--- config.mk ---
export PLATFORM = sky130hd
export DESIGN_NAME = sample_sdiv_seq_11_flat
export DESIGN_NICKNAME = d
export VERILOG_FILES = /design/src/rtl/sample_sdiv_seq_11_if.sv /design/src/rtl/sample_sdiv_seq_11.sv /design/src/flat_wrapper.sv
export SDC_FILE = /design/constraint.sdc
export NUM_CORES = 1
export LEC_CHECK = 0
export BUFFER_PORTS_ARGS = -buffer_cell sky130_fd_sc_hd__buf_2
export CORE_ASPECT_RATIO = 1.5
export CORE_MARGIN = 5
export CORE_UTILIZATION = 35
export CTS_CLUSTER_SIZE = 8
export DETAILED_ROUTE_END_ITERATION = 10
export PLACE_DENSITY = 0.59
export SLEW_MARGIN = 25
export SYNTH_ARGS = -nofsm -noshare
export SYNTH_HDL_FRONTEND = slang
export SYNTH_SLANG_ARGS = --single-unit
--- constraint.sdc ---
create_clock -name clk -period 4.5 [get_ports clk]
set_input_delay 0.45 -clock clk [delete_from_list [all_inputs] [get_ports clk]]
set_output_delay 0.45 -clock clk [all_outputs]
set_load 0.01 [all_outputs]
--- src/rtl/sample_sdiv_seq_11_if.sv ---
// Divider request/response bundle: clock enable, operands and start in; busy/done and results out.
interface sample_sdiv_seq_11_if #(
   parameter int unsigned WIDTH = 11
);
   logic             ce;
   logic             start;
   logic [WIDTH-1:0] din0;
   logic [WIDTH-1:0] din1;
   logic             busy;
   logic             done;
   logic [WIDTH-1:0] quo;
   logic [WIDTH-1:0] rem;
   logic             dbz;

   modport master (
      output ce, start, din0, din1,
      input  busy, done, quo, rem, dbz
   );

   modport slave (
      input  ce, start, din0, din1,
      output busy, done, quo, rem, dbz
   );
endinterface

--- src/rtl/sample_sdiv_seq_11.sv ---
// Sequential signed restoring divider, one quotient bit per enabled cycle.
// Define SAMPLE_SDIV_REM_EN to build the remainder output; otherwise rem reads constant 0.
module sample_sdiv_seq_11 #(
   parameter int unsigned WIDTH = 11,
   parameter logic [31:0] ID    = 32'd1
) (
   input logic                 clk,
   input logic                 reset,
   sample_sdiv_seq_11_if.slave bus
);
   localparam int unsigned     CNT_W = $clog2(WIDTH + 1);
   localparam logic [CNT_W-1:0] LAST = CNT_W'(WIDTH - 1);

   typedef enum logic [1:0] {
      S_IDLE = 2'd0,
      S_CALC = 2'd1,
      S_DONE = 2'd2
   } state_t;

   state_t           state;
   state_t           state_nxt;
   logic             load_c;
   logic             step_c;
   logic             fin_c;

   logic [CNT_W-1:0] cnt;
   logic [WIDTH-1:0] q_mag;
   logic [WIDTH-1:0] r_mag;
   logic [WIDTH:0]   d_mag;
   logic             sign_q;
   logic             sign_r;
   logic             div_zero;
   logic             busy_q;
   logic             done_q;
   logic             dbz_q;
   logic [WIDTH-1:0] quo_q;

   logic [WIDTH:0]   a_ext;
   logic [WIDTH:0]   b_ext;
   logic [WIDTH:0]   a_abs;
   logic [WIDTH:0]   b_abs;
   logic [WIDTH:0]   r_sh;
   logic [WIDTH+1:0] diff;
   logic             borrow;
   logic [WIDTH-1:0] q_nxt;
   logic [WIDTH-1:0] r_nxt;
   logic [WIDTH-1:0] quo_fin;
   logic [WIDTH-1:0] rem_fin;

   // State register; reset wins over ce.
   always_ff @(posedge clk) begin
      if (!reset) begin
         state <= S_IDLE;
      end else if (bus.ce) begin
         state <= state_nxt;
      end
   end

   // Next-state logic.
   always_comb begin
      state_nxt = state;
      case (state)
         S_IDLE:  if (bus.start) state_nxt = S_CALC;
         S_CALC:  if (cnt == LAST) state_nxt = S_DONE;
         S_DONE:  state_nxt = bus.start ? S_CALC : S_IDLE;
         default: state_nxt = S_IDLE;
      endcase
   end

   // Control strobes for the datapath.
   always_comb begin
      load_c = 1'b0;
      step_c = 1'b0;
      fin_c  = 1'b0;
      case (state)
         S_IDLE: load_c = bus.start;
         S_CALC: begin
            step_c = 1'b1;
            fin_c  = (cnt == LAST);
         end
         S_DONE: load_c = bus.start;
         default: ;
      endcase
   end

   // Magnitudes use one extra bit so -2^(WIDTH-1) is representable.
   always_comb begin
      a_ext   = {bus.din0[WIDTH-1], bus.din0};
      b_ext   = {bus.din1[WIDTH-1], bus.din1};
      a_abs   = a_ext[WIDTH] ? (~a_ext + (WIDTH+1)'(1)) : a_ext;
      b_abs   = b_ext[WIDTH] ? (~b_ext + (WIDTH+1)'(1)) : b_ext;
      r_sh    = {r_mag, q_mag[WIDTH-1]};
      diff    = {1'b0, r_sh} - {1'b0, d_mag};
      borrow  = diff[WIDTH+1];
      r_nxt   = borrow ? r_sh[WIDTH-1:0] : diff[WIDTH-1:0];
      q_nxt   = {q_mag[WIDTH-2:0], ~borrow};
      quo_fin = div_zero ? '1 : (sign_q ? (~q_nxt + WIDTH'(1)) : q_nxt);
      rem_fin = sign_r ? (~r_nxt + WIDTH'(1)) : r_nxt;
   end

   // Operand capture, shift-subtract iteration and result registers.
   always_ff @(posedge clk) begin
      if (!reset) begin
         cnt      <= '0;
         q_mag    <= '0;
         r_mag    <= '0;
         d_mag    <= '0;
         sign_q   <= 1'b0;
         sign_r   <= 1'b0;
         div_zero <= 1'b0;
         busy_q   <= 1'b0;
         done_q   <= 1'b0;
         dbz_q    <= 1'b0;
         quo_q    <= '0;
      end else if (bus.ce) begin
         done_q <= fin_c;
         if (load_c) begin
            q_mag    <= a_abs[WIDTH-1:0];
            r_mag    <= '0;
            d_mag    <= b_abs;
            sign_q   <= bus.din0[WIDTH-1] ^ bus.din1[WIDTH-1];
            sign_r   <= bus.din0[WIDTH-1];
            div_zero <= (bus.din1 == '0);
            cnt      <= '0;
            busy_q   <= 1'b1;
         end else if (step_c) begin
            q_mag <= q_nxt;
            r_mag <= r_nxt;
            cnt   <= cnt + CNT_W'(1);
            if (fin_c) begin
               busy_q <= 1'b0;
               quo_q  <= quo_fin;
               dbz_q  <= div_zero;
            end
         end
      end
   end

`ifdef SAMPLE_SDIV_REM_EN
   logic [WIDTH-1:0] rem_q;

   always_ff @(posedge clk) begin
      if (!reset) begin
         rem_q <= '0;
      end else if (bus.ce && fin_c) begin
         rem_q <= rem_fin;
      end
   end

   assign bus.rem = rem_q;
`else
   assign bus.rem = '0;
`endif

   assign bus.busy = busy_q;
   assign bus.done = done_q;
   assign bus.quo  = quo_q;
   assign bus.dbz  = dbz_q;

   // Bits that are provably zero or only consumed in some builds.
   logic unused_c;
   assign unused_c = ^{ID, a_abs[WIDTH], diff[WIDTH], rem_fin};
endmodule
--- src/flat_wrapper.sv ---
// flat-port wrapper written by rule: the top's interface ports become plain ports
module sample_sdiv_seq_11_flat 
#(
   parameter int unsigned WIDTH = 11,
   parameter logic [31:0] ID    = 32'd1
)
  (clk, reset, bus_ce, bus_start, bus_din0, bus_din1, bus_busy, bus_done, bus_quo, bus_rem, bus_dbz);
  sample_sdiv_seq_11_if #(.WIDTH(WIDTH)) bus_i ();
  input logic clk;
  input logic reset;
  input wire logic [$bits(bus_i.ce)-1:0] bus_ce;
  input wire logic [$bits(bus_i.start)-1:0] bus_start;
  input wire logic [$bits(bus_i.din0)-1:0] bus_din0;
  input wire logic [$bits(bus_i.din1)-1:0] bus_din1;
  output wire logic [$bits(bus_i.busy)-1:0] bus_busy;
  output wire logic [$bits(bus_i.done)-1:0] bus_done;
  output wire logic [$bits(bus_i.quo)-1:0] bus_quo;
  output wire logic [$bits(bus_i.rem)-1:0] bus_rem;
  output wire logic [$bits(bus_i.dbz)-1:0] bus_dbz;
  assign bus_i.ce = bus_ce;
  assign bus_i.start = bus_start;
  assign bus_i.din0 = bus_din0;
  assign bus_i.din1 = bus_din1;
  assign bus_busy = bus_i.busy;
  assign bus_done = bus_i.done;
  assign bus_quo = bus_i.quo;
  assign bus_rem = bus_i.rem;
  assign bus_dbz = bus_i.dbz;
  sample_sdiv_seq_11 #(.WIDTH(WIDTH), .ID(ID)) u_core (.clk(clk), .reset(reset), .bus(bus_i));
endmodule
==> run metrics <==
Final HPWL DP 6807 um; CP startpoint u_core.q_mag[10]; Max FO, Critical Path 13; remaining antenna violation count 0; clock network fraction of design power between 30% and 40%; Reg2Reg Depth 13; cell with the most instances after synthesis dfxtp_1; metal2 WL 4735 um; vias in the first global route ~3000; Final Hold Vio Count 0; fin nets around 500; Post-CTS Setup Repair Bufs 0; RePlAce Congestion ~0.8; Crit path depth 13; Core Rows 45; WP buf/inv 2; CP Capture Point u_core.bus.quo[8]; IO Pins 51; routed vias/inst 5.457; maxcap violations 0; Cell variety after synth 55; first-pass GRT wire length 14520 um; htree depth 2; Port Buffers 39; Comb pwr share 22.9%; DIE AREA 0.01225 sq mm; Tot GR Track Use 14.71%; Finish-stage setup viols 0; Sink Count 56; YS warnings 0; Post-synth top flop dfxtp_1; Critical Path End Type flop; Pleak between 1.5 and 2 nW; pwr/cell area 329.7 mW/mm^2; initial drt markers 160; core area between 0.01 and 0.015 sq mm; post-synthesis sequential area ratio 31.73%; Placed Cells 568; measured slew at the worst slew-check pin just over 0.8 ns; worst path cell trace inv_1 -> ha_1 -> fa_1 -> nor2b_4 -> o31a_4 -> a2111oi_4 -> o21ai_2 -> inv_1 -> ha_1 -> or3b_2 -> o31ai_2 -> xor2_1 -> a31oi_1; Top Family by Delay on Critical Path compound AO/OA/AOI/OAI gates; RR Endpoint u_core.bus.quo[8]; top cell type's share of synthesized area 31.73%; CP max stage cell or3b_2; Post-Route WL ~9000 um; first-pass iteration count of the detailed router 4; DRT met1 WL 3589 um; Longest Clk Path Bufs 2; initial antenna violation count 0; Initial Util 35.26%; PnR Total Power 1.300 mW; status completed; Resize count post-CTS 0; Tcrit/Tclk final 71.49%; Fmax 310.8 MHz; R2R Path Start u_core.q_mag[10]; layout cells sized above 1 13.07%; sequential share of power 41.3%; Vias around 3100; Cell Int Power 0.9141 mW; number of flops mapped to enable cells by yosys 0; Synth area leader dfxtp_1; Met3 Routed Length 279 um; later-pin clock latency in the skew report 0.30 ns; flop2flop setup slack 1.28 ns; Netlist Area Pre-Place about 0.0035 sq mm; DRC viols 0; clock slew at reported path FFs 0.07 ns; Slew headroom between 40 and 50%; Area growth, synth to finish 11.58%; Sw Ratio 29.67%; Max Slew Vio Count 0; Die W between 90 and 100 um; CP peak stage delay 0.49 ns; CTS root buffer clkbuf_16; max layer used met4; worst hold path class in2reg; Cells after Synth 434; Critical Path Start Type flop; syn_area_per_cell just over 8 sq um; RSZ-0062 raised after global routing false; Worst EP required between 4 and 5 ns; ranking of synthesized cells by area dfxtp_1 32%, ha_1 6.0%, nand2_1 5.2%; maximum number of pins on one net before global-route repair 52; clock buffer count from CTS 5; Final Non-Filler Cells 576; routed length per placed instance approximately 15 um; TNS Setup 0 ns; worst clock skew 0.006589 ns; CP arrival 3.40 ns; fill count 1052; P_sw 0.3856 mW; Async S/R FF share, synth 0%; Yosys reg bits 56; grt ovf 0; maximum VDD drop 0.1429 mV; ant diodes 0; fin crit period 3.217 ns; Worst Hold Slack roughly 0.44 ns; synth cell count leaders 56 x dfxtp_1, 49 x nand2_1, 25 x nand3_1, 25 x o21ai_0, 24 x inv_1; Hold-fix buffers, CTS 0; crit path kind reg2reg; TritonCTS clock tree done; die span in y 133.1 um
-- kinds of logic (layout without fill, tap and decap cells) --
logic type,Yosys count,count (layout),synth area share (%)
flops,56,56,31.73
compound gates,119,119,24.65
xor+xnor,29,29,7.189
buf+inv,61,76,7.790
fa+ha+maj,18,18,6.586
simple gates,146,146,20.82
other cells,1,11,0.1061
mux,4,4,1.133
-- power groups by stage --
stage | sequential (mW) | clock, mW | combinational, mW
global route | 0.540 | 0.494 | 0.335
finish | 0.537 | 0.465 | 0.298
floorplan | 0.536 | 0 | 0.241
global placement | 0.548 | 0 | 0.293
detailed placement | 0.548 | 0 | 0.298
CTS | 0.536 | 0.472 | 0.299
-- worst min-delay path by stage --
stage	start	end	cells after the start
after global placement	u_core.d_mag[11]	u_core.d_mag[11]	2
after global routing	bus_din1[0]	u_core.d_mag[0]	3
after CTS	bus_din1[0]	u_core.d_mag[0]	3
after floorplan	u_core.d_mag[11]	u_core.d_mag[11]	2
after detailed placement	u_core.d_mag[11]	u_core.d_mag[11]	2
final	bus_din1[0]	u_core.d_mag[0]	3
-- layout make-up --
type	instances	area (sq um)	share of cell area (%)
clock buffers	6	138.9	3.523
well taps	117	146.4	3.713
clock inverters	2	38.79	0.9838
flip-flops and latches	56	1121	28.44
multi-input cells	327	2175	55.16
inverters	24	90.09	2.285
repair buffers	44	232.7	5.903
-- state kept, by name, indices dropped and copies added, names as in the netlist --
name and flops:
u_core.bus.busy 1, u_core.state 2, u_core.bus.done 1, u_core.q_mag 11, u_core.bus.dbz 1, u_core.cnt 4
u_core.bus.quo 11, u_core.sign_q 1, u_core.d_mag 12, u_core.r_mag 11, u_core.div_zero 1
-- worst register-to-register path, delay by kind of cell, from the launching register on --
family                     cells  cell delay [ns]
buffers and inverters          2             0.20
adders and majority gates      3             0.63
DFF                            1             0.32
AOI/OAI and AO/OA              5             1.22
xor gates and xnor gates       1             0.16
and+or+nand+nor                2             0.55
-- per-stage QoR --
step,worst slack (ns),util (%),area (sq um)
after CTS,1.260,39.34,3943
after global placement,1.355,37.57,3765
after floorplan,1.391,-,3571
after detailed placement,1.306,37.57,3765
after global routing,1.052,39.34,3943
final,1.283,39.34,3943
-- placed cells by master (no fill, tap or decap), types with 2 or more instances in the layout --
cell type,instances
o21ai_0,25
nand2_1,49
clkbuf_16,5
o31a_1,2
inv_1,24
o21a_1,5
and3_1,3
nor3_1,9
a22o_1,2
or4_1,5
a21oi_1,20
o31ai_1,6
nor2_1,16
nand2b_1,5
and3b_1,2
o211ai_1,9
a32oi_1,2
xnor2_1,14
conb_1,11
a2bb2oi_1,2
a21boi_0,4
o211a_1,16
mux2i_1,4
buf_4,5
or3_1,5
a22oi_1,2
nand4_1,5
a31oi_1,4
ha_1,17
o2111ai_1,3
and2_1,5
dfxtp_1,56
buf_2,39
a2111oi_0,2
xor2_1,15
nor2b_1,12
a211oi_1,3
o221ai_1,3
nand3_1,25
-- metal layers --
metal,vias up,global-route usage [%]
li1,1571,-
met1,1496,15.67
met2,61,28.01
met3,15,2.503
met4,0,6.033
met5,-,0
No activity file was read; power rests on OpenSTA's default activity.
